## config.mk

```make
export PLATFORM = sky130hd
export DESIGN_NAME = wb_rr_arb_n
export DESIGN_NICKNAME = d
export VERILOG_FILES = /design/src/rtl/wb_arb_pkg.sv /design/src/rtl/wb_rr_pick.sv /design/src/rtl/wb_rr_arb_n.sv
export SDC_FILE = /design/constraint.sdc
export NUM_CORES = 1
export LEC_CHECK = 0
export CAP_MARGIN = 20
export CORE_ASPECT_RATIO = 1.2
export CORE_MARGIN = 4
export CORE_UTILIZATION = 50
export CTS_CLUSTER_SIZE = 8
export DETAILED_ROUTE_END_ITERATION = 8
export PLACE_DENSITY_LB_ADDON = 0.08
export SLEW_MARGIN = 5
export SYNTH_ARGS = -nofsm -noshare
export SYNTH_HDL_FRONTEND = slang
export SYNTH_SLANG_ARGS = --single-unit
```

## constraint.sdc

```tcl
create_clock -name clk -period 6.5 [get_ports clk]
set_input_delay 1.95 -clock clk [delete_from_list [all_inputs] [get_ports clk]]
set_output_delay 1.95 -clock clk [all_outputs]
set_load 0.02 [all_outputs]
```

## src/rtl/wb_arb_pkg.sv

```systemverilog
// Shared definitions for the Wishbone shared-bus arbiter and its bus muxes.
//   clog2         : ceiling log2 for deriving index/counter widths (clog2(1) = 0)
//   MAX_MASTERS   : largest supported requester count
//   onehot_to_idx : one-hot grant vector to binary index
//   arb_dec_e     : per-cycle arbitration decision
package wb_arb_pkg;

  localparam int unsigned MAX_MASTERS = 16;
  localparam int unsigned MAX_IDX_W   = 4;

  typedef enum logic [1:0] {
    DecHold,
    DecForce,
    DecRelease,
    DecPark
  } arb_dec_e;

  function automatic int unsigned clog2(input int unsigned n);
    int unsigned r;
    r = 0;
    while ((32'd1 << r) < n) r++;
    return r;
  endfunction

  // OR-reduce of set-bit positions; exact for a one-hot input.
  function automatic logic [MAX_IDX_W-1:0] onehot_to_idx(input logic [MAX_MASTERS-1:0] oh);
    logic [MAX_IDX_W-1:0] idx;
    idx = '0;
    for (int unsigned i = 0; i < MAX_MASTERS; i++) begin
      if (oh[i]) idx = idx | MAX_IDX_W'(i);
    end
    return idx;
  endfunction

endpackage

```

## src/rtl/wb_rr_pick.sv

```systemverilog
// Combinational rotate-priority picker.
// Scans vec starting at start+1, start+2, ... modulo N (start itself is scanned last)
// and returns the first set bit.
//   vec    in  N      candidate vector
//   start  in  IDX_W  index the scan rotates away from
//   onehot out N      selected bit, one-hot (zero when vec is zero)
//   idx    out IDX_W  binary index of onehot
//   found  out 1      vec had at least one set bit
module wb_rr_pick import wb_arb_pkg::*; #(
  parameter int unsigned N = 4,
  localparam int unsigned IDX_W = (N > 1) ? clog2(N) : 1
) (
  input  logic [N-1:0]     vec,
  input  logic [IDX_W-1:0] start,
  output logic [N-1:0]     onehot,
  output logic [IDX_W-1:0] idx,
  output logic             found
);

  logic [IDX_W-1:0] pos;

  always_comb begin
    onehot = '0;
    found  = 1'b0;
    pos    = '0;
    for (int unsigned k = 1; k <= N; k++) begin
      pos = IDX_W'((32'(start) + k) % N);
      if (!found && vec[pos]) begin
        found       = 1'b1;
        onehot[pos] = 1'b1;
      end
    end
  end

  assign idx = IDX_W'(onehot_to_idx(MAX_MASTERS'(onehot)));

endmodule

```

## src/rtl/wb_rr_arb_n.sv

```systemverilog
// Round-robin Wishbone shared-bus arbiter for NUM_MASTERS requesters with a bounded
// hold time, per-owner lock and binary grant index.
//   clk          in  1            clock
//   rst          in  1            asynchronous, active-high reset
//   request      in  NUM_MASTERS  per-master cyc
//   lock         in  NUM_MASTERS  per-master lock; only the current owner's bit matters
//   grant        out NUM_MASTERS  registered one-hot grant
//   grant_idx    out IDX_W        registered binary index of grant
//   grant_active out 1            request of the current owner (combinational)
//   forced_rot   out 1            pulse on the cycle a hold-expiry rotation becomes visible
module wb_rr_arb_n import wb_arb_pkg::*; #(
  parameter int unsigned NUM_MASTERS = 4,
  parameter int unsigned MAX_HOLD    = 8,
  localparam int unsigned IDX_W = clog2(NUM_MASTERS),
  localparam int unsigned CNT_W = (clog2(MAX_HOLD + 1) > 0) ? clog2(MAX_HOLD + 1) : 1
) (
  input  logic                   clk,
  input  logic                   rst,
  input  logic [NUM_MASTERS-1:0] request,
  input  logic [NUM_MASTERS-1:0] lock,
  output logic [NUM_MASTERS-1:0] grant,
  output logic [IDX_W-1:0]       grant_idx,
  output logic                   grant_active,
  output logic                   forced_rot
);

  // Counter value on which an unlocked owner is rotated away; 0 when unlimited.
  localparam int unsigned  HoldLast  = (MAX_HOLD == 0) ? 0 : MAX_HOLD - 1;
  localparam logic [CNT_W-1:0] HoldLastC = CNT_W'(HoldLast);

  logic [NUM_MASTERS-1:0] grant_q, grant_d;
  logic [IDX_W-1:0]       idx_q, idx_d;
  logic [CNT_W-1:0]       hold_cnt_q, hold_cnt_d;
  logic                   forced_rot_q, forced_rot_d;

  logic                   cur_req, cur_lock;
  logic [NUM_MASTERS-1:0] others, pick_vec, pick_oh;
  logic [IDX_W-1:0]       pick_idx;
  logic                   pick_found;
  logic                   hold_ok;
  arb_dec_e               dec;

  assign cur_req  = request[idx_q];
  assign cur_lock = lock[idx_q];
  assign others   = request & ~grant_q;
  // An active owner can only hand over to someone else; otherwise anyone may win.
  assign pick_vec = cur_req ? others : request;

  wb_rr_pick #(
    .N(NUM_MASTERS)
  ) u_pick (
    .vec   (pick_vec),
    .start (idx_q),
    .onehot(pick_oh),
    .idx   (pick_idx),
    .found (pick_found)
  );

  // pick_found means "others != 0" when the owner requests, "request != 0" otherwise.
  always_comb begin
    hold_ok = !pick_found || cur_lock || (MAX_HOLD == 0) || (hold_cnt_q < HoldLastC);
    if (cur_req) begin
      dec = hold_ok ? DecHold : DecForce;
    end else if (pick_found) begin
      dec = DecRelease;
    end else begin
      dec = DecPark;
    end
  end

  always_comb begin
    grant_d      = grant_q;
    idx_d        = idx_q;
    hold_cnt_d   = '0;
    forced_rot_d = 1'b0;
    unique case (dec)
      DecHold: begin
        hold_cnt_d = (hold_cnt_q < HoldLastC) ? hold_cnt_q + CNT_W'(1) : hold_cnt_q;
      end
      DecForce: begin
        grant_d      = pick_oh;
        idx_d        = pick_idx;
        forced_rot_d = 1'b1;
      end
      DecRelease: begin
        grant_d = pick_oh;
        idx_d   = pick_idx;
      end
      DecPark: begin
        // Park on the last owner so its next request needs no arbitration cycle.
      end
      default: begin
      end
    endcase
  end

  always_ff @(posedge clk or posedge rst) begin
    if (rst) begin
      grant_q      <= NUM_MASTERS'(1);
      idx_q        <= '0;
      hold_cnt_q   <= '0;
      forced_rot_q <= 1'b0;
    end else begin
      grant_q      <= grant_d;
      idx_q        <= idx_d;
      hold_cnt_q   <= hold_cnt_d;
      forced_rot_q <= forced_rot_d;
    end
  end

  assign grant        = grant_q;
  assign grant_idx    = idx_q;
  assign grant_active = cur_req;
  assign forced_rot   = forced_rot_q;

endmodule
```

==> impl_metrics.csv, run 1 <==
group,metric,value,unit
flow_run,max_cap_viol_count,0,
grt,grt_max_degree,20,
place,placed_area,0.00140,mm²
cells_and_area,drive_gt1_share,15.5,%
power,cellPowerDensity,523,mW/mm²
setup_path,cp-start-kind,"input pin",
timing,maxSlewViolCount,0,
cells_and_area,final_area,0.00142,mm²
cts,cts_resized,0,
grt,antenna_found_initial,0,
grt,met1_usage,22.8,%
cells_and_area,insertedDiodeCount,0,
drt,routedWlPerCell,16.7,µm
place,place.gp.congestion,0.917,
cts,cts_tree,"yes",
yosys,syn_avg_cell_area,9.79,µm²
power,power_frac_seq,22.4,%
power,share_comb_of_total_power,71.6,%
yosys,synth_cells,126,
grt,top_usage_layer,"met2",
setup_path,cp.arrival,3.83,ns
drt,dr.pass1.iters,4,
yosys,yosysUniqueCellTypes,49,
die,start_util,53.0,%
cts,post-cts-setup-buffer-count,0,
cells_and_area,multi_input_comb_area,878,µm²
timing,fmax,173,MHz
setup_path,criticalPathCategory,"in -> out",
hold_path,hold_depth,1,
cts,hold_buffers,0,
timing,layout_min_cycle_time,5.78,ns
cts,cts_buffers,3,
timing,rsz0062_at_grt,"false",
cells_and_area,final_common_cell,"clkdlybuf4s50_1",
cts,clk_pin_slew,0.06,ns
die,die-area,0.00333,mm²
cts,max-clock-path-buffers,2,
place,numPortBuffers,17,
setup_path,crit_required,4.55,ns
yosys,yosys_warnings,0,
die,rows,19,
setup_path,endpoint_kind,"output pin",
drt,viasPerCell,6.38,
grt,overflow,0,
setup_path,worstRegToRegCells,10,
cts,htreeDepth,1,
yosys,syn-cell-area,0.00123,mm²
drt,dr_total_vias,1104,
cells_and_area,areaGrowthSynthToFinish,15.4,%
cts,cts_sinks,11,
drt,totalWireLength,2880,µm
power,switching_power,376,µW
yosys,synth_nets,147,
hold_path,holdCritPathClass,"reg -> reg",
hold_path,holdPathEnd,"hold_cnt_q[2]",
timing,finalCritPeriodShare,88.9,%
power,clkPwrFrac,6.0,%
power,switching_share,50.5,%
die,die_h,62.4,µm
drt,final_antenna_net_count,0,
cts,cts_root_buf,"clkbuf_4",
grt,grtUsageTotal,18.1,%
timing,worst_slew_pin_slew,0.663,ns
drt,drc,0,
place,hpwl,2260,µm
die,die_x,53.3,µm
cts,clock_latency,0.26,ns
grt,grt_use_met3,2.15,%
cells_and_area,fill_cells,218,
setup_path,reg2reg_setup_slack,3.29,ns
cells_and_area,final_cell_mix,"17 x clkdlybuf4s50_1, 11 x ha_1, 10 x dfrtp_1",
timing,finalClockSkew,0.00394,ns
grt,met2_usage,29.9,%
grt,grt_pass1_wl,4710,µm
timing,setup-tns-final,0,ns
hold_path,hp-start,"hold_cnt_q[2]",
drt,drt_iter0_markers,38,
power,ir_drop,0.316,mV
die,ios,18,
die,fp.coreArea,0.00233,mm²
timing,hold_viol,0,
cells_and_area,seqCellArea,277,µm²
yosys,async_flop_share,100,%
yosys,synth_ff_type,"dfrtp_1",
run_status,status,"completed",
power,cellLeakagePower,0.000619,µW
setup_path,r2r_start,"grant_idx[0]",
cells_and_area,fin_nets,164,
timing,max-slew-margin-rel,55.8,%
setup_path,worstPathMaxFanout,9,
yosys,synth-seq-area-share,22.4,%
timing,setup_viol,0,
grt,grt_pass1_vias,1040,
yosys,ys_ff_latch,11,
power,internal_power,369,µW
setup_path,rr_endpoint,"grant_idx[0]",
yosys,synth_edf_count,0,
## cell families after synthesis
group           count (synthesis)  synth area share (%)
mux                            10                  11.8
xor+xnor                        1                 0.710
flops                          11                  22.4
fa+ha+maj                      11                  11.2
compound gates                 43                  31.5
simple gates                   36                  16.0
buf+inv                        14                  6.39
## final cells by class
class	count	area share, %
Clock buffer	4	1.85
Inverter	9	2.37
Multi-Input combinational cell	101	61.7
Sequential cell	11	19.4
Tap cell	31	2.72
Timing Repair Buffer	17	12.0
## worst max-delay path by stage
| stage | cells after the start | slack, ns | to | start |
|---|---|---|---|---|
| after floorplan | 4 | 1.80 | grant_active | request[2] |
| after global placement | 5 | 0.82 | grant_active | request[2] |
| after detailed placement | 5 | 0.72 | grant_active | request[1] |
| after CTS | 5 | 0.71 | grant_active | request[1] |
| after global routing | 5 | 0.64 | grant_active | request[1] |
| final | 5 | 0.72 | grant_active | request[2] |
## worst max-delay path, stage by stage
cell and delay (ns):
clkdlybuf4s50_1 0.56, mux2_4 0.34, mux2i_1 0.27, inv_1 0.14
clkdlybuf4s50_1 0.56
## cells in the mapped netlist, types with 2 or more instances
master	number	area share (%)
a21oi_1	8	3.2
nor3_1	3	1.2
mux2_2	2	1.8
ha_1	11	11
a211oi_1	2	1.2
buf_4	3	1.8
o21a_1	2	1.2
mux4_2	3	5.5
mux2i_1	4	3.2
buf_6	2	1.8
dfrtp_1	10	20
and2_1	2	1.0
and3_1	4	2.0
a311oi_1	2	1.4
nand3b_1	2	1.2
a21bo_2	3	2.4
a2111oi_4	2	4.5
a31oi_1	3	1.5
nor2b_1	2	1.0
inv_1	9	2.7
nand2_1	8	2.4
a21boi_0	5	3.0
nor2_1	8	2.4
## per-layer routing
layer | wire [µm] | up-vias
met5 | 0 | -
met2 | 1440 | 49
li1 | - | 510
met3 | 203 | 8
met1 | 1160 | 537
met4 | 72 | 0
## sequential cells by signal, summed over array words and instances (netlist names)
| signal | count |
|---|---|
| grant_idx | 2 |
| grant | 4 |
| forced_rot | 1 |
| hold_cnt_q | 4 |
## per-stage QoR
stage / utilization [%] / instances / setup slack, ns / power (µW) / hold slack (ns)
after detailed placement: 60.0 / 169 / 0.717 / 695 / 0.501
after global placement: 60.0 / 169 / 0.817 / 686 / 0.493
final: 61.1 / 173 / 0.723 / 744 / 0.512
after global routing: 61.1 / 173 / 0.638 / 804 / 0.569
after CTS: 61.1 / 173 / 0.710 / 745 / 0.515
after floorplan: - / 126 / 1.80 / 567 / 0.479
## power by group through the flow
stage                     Sequential, µW  Combinational, µW  Clock [µW]
after floorplan                      161                406           0
after global placement               168                518           0
after detailed placement             168                527           0
after CTS                            167                531        46.2
after global routing                 175                579        49.2
final                                166                533        44.9
Power figures use the tool's default switching activity.
==> run 2: changes to the inputs <==
--- a/config.mk
+++ b/config.mk
@@ -7,7 +7,7 @@
 export LEC_CHECK = 0
 export CAP_MARGIN = 20
 export CORE_ASPECT_RATIO = 1.2
-export CORE_MARGIN = 4
+export CORE_MARGIN = 3
 export CORE_UTILIZATION = 50
 export CTS_CLUSTER_SIZE = 8
 export DETAILED_ROUTE_END_ITERATION = 8
==> impl_metrics.csv, run 2 (synthesis results as in run 1) <==
group,metric,value,unit
run_status,status,"completed",
timing,worst_slew_pin_slew,0.651,ns
timing,hold_viol,0,
place,hpwl,2180,µm
drt,dr_total_vias,1073,
cells_and_area,drive_gt1_share,15.5,%
grt,grtUsageTotal,19.4,%
flow_run,max_cap_viol_count,0,
timing,max-slew-margin-rel,56.6,%
cts,cts_tree,"yes",
drt,dr.pass1.iters,4,
setup_path,crit_required,4.55,ns
cts,cts_sinks,11,
cts,clock_latency,0.26,ns
place,place.gp.congestion,0.915,
place,pre_cts_slack,0.761,ns
timing,finalCritPeriodShare,88.4,%
setup_path,cp-start-kind,"input pin",
drt,drc,0,
cts,hold_buffers,0,
place,numPortBuffers,17,
grt,grt_pass1_wl,4600,µm
cells_and_area,final_cell_mix,"17 x clkdlybuf4s50_1, 11 x ha_1, 10 x dfrtp_1",
cts,max-clock-path-buffers,2,
cells_and_area,fin_nets,164,
timing,rsz0062_at_grt,"false",
die,die_h,60.4,µm
drt,viasPerCell,6.20,
drt,final_antenna_net_count,0,
hold_path,holdCritPathClass,"reg -> reg",
power,cellLeakagePower,0.000619,µW
cells_and_area,insertedDiodeCount,0,
cells_and_area,final_common_cell,"clkdlybuf4s50_1",
setup_path,cp.arrival,3.80,ns
die,rows,19,
die,die-area,0.00310,mm²
timing,setup-tns-final,0,ns
timing,maxSlewViolCount,0,
cts,cts_resized,0,
die,ios,18,
die,start_util,53.0,%
timing,fmax,174,MHz
drt,totalWireLength,2780,µm
drt,routedWlPerCell,16.1,µm
setup_path,worstPathMaxFanout,9,
grt,grt_pass1_vias,1005,
die,fp.coreArea,0.00233,mm²
setup_path,criticalPathCategory,"in -> out",
timing,setup_viol,0,
die,die_x,51.3,µm
cells_and_area,multi_input_comb_area,878,µm²
cts,cts_root_buf,"clkbuf_4",
cells_and_area,finalNonFillerCells,173,
cts,htreeDepth,1,
power,cellPowerDensity,517,mW/mm²
timing,layout_min_cycle_time,5.75,ns
cts,cts_buffers,3,
grt,grt_max_degree,20,
power,ir_drop,0.300,mV
cells_and_area,final_util,61.1,%
timing,finalClockSkew,0.000659,ns
grt,overflow,0,
cts,post-cts-setup-buffer-count,0,
setup_path,endpoint_kind,"output pin",
cts,clk_pin_slew,0.06,ns
cells_and_area,areaGrowthSynthToFinish,15.4,%
drt,drt_iter0_markers,41,
grt,antenna_found_initial,0,
timing,setup_slack,0.753,ns
place,place_inst,169,
cells_and_area,fill_cells,216,
cells_and_area,seqCellArea,277,µm²
-- run 2: layout make-up --
type                            instances  area share (%)
Multi-Input combinational cell        101            61.7
Sequential cell                        11            19.4
Timing Repair Buffer                   17            12.0
Tap cell                               31            2.72
Inverter                                9            2.37
Clock buffer                            4            1.85
-- run 2: worst paths after layout --
| path | startpoint | endpoint | slack (ns) | depth (start not counted) |
|---|---|---|---|---|
| min | hold_cnt_q[2] | hold_cnt_q[2] | 0.53 | 1 |
| min in group asynchronous | rst | grant[2] | 1.97 | 2 |
| max reg2reg | grant_idx[0] | grant_idx[0] | 3.35 | 10 |
| min reg2reg | hold_cnt_q[2] | hold_cnt_q[2] | 0.53 | 1 |
| max in group asynchronous | rst | grant[0] | 4.22 | 2 |
| max | request[2] | grant_active | 0.75 | 5 |
-- run 2: stage by stage --
step | power (µW) | area [µm²] | hold WS, ns
3_3_place_gp | 683 | 1400 | 0.491
5_1_grt | 794 | 1420 | 0.538
2_1_floorplan | 567 | 1230 | 0.479
4_1_cts | 738 | 1420 | 0.525
3_5_place_dp | 691 | 1400 | 0.510
6_report | 736 | 1420 | 0.527
-- run 2: per-layer routing --
| metal | routed length (µm) | global-route usage (%) |
|---|---|---|
| met1 | 1180 | 24.7 |
| met2 | 1370 | 35.0 |
| met3 | 213 | 2.95 |
| met4 | 19 | 4.12 |
| met5 | 0 | 0 |
-- run 2: power breakdown --
| group | switching [µW] | internal (µW) |
|---|---|---|
| clock network | 20.1 | 23.7 |
| logic | 284 | 242 |
| registers | 64.2 | 102 |
-- run 2: worst max-delay path, cell delays in order --
cell and delay, ns:
clkdlybuf4s50_1 0.57, mux2_4 0.35, mux2i_1 0.25, inv_1 0.13, clkdlybuf4s50_1 0.55
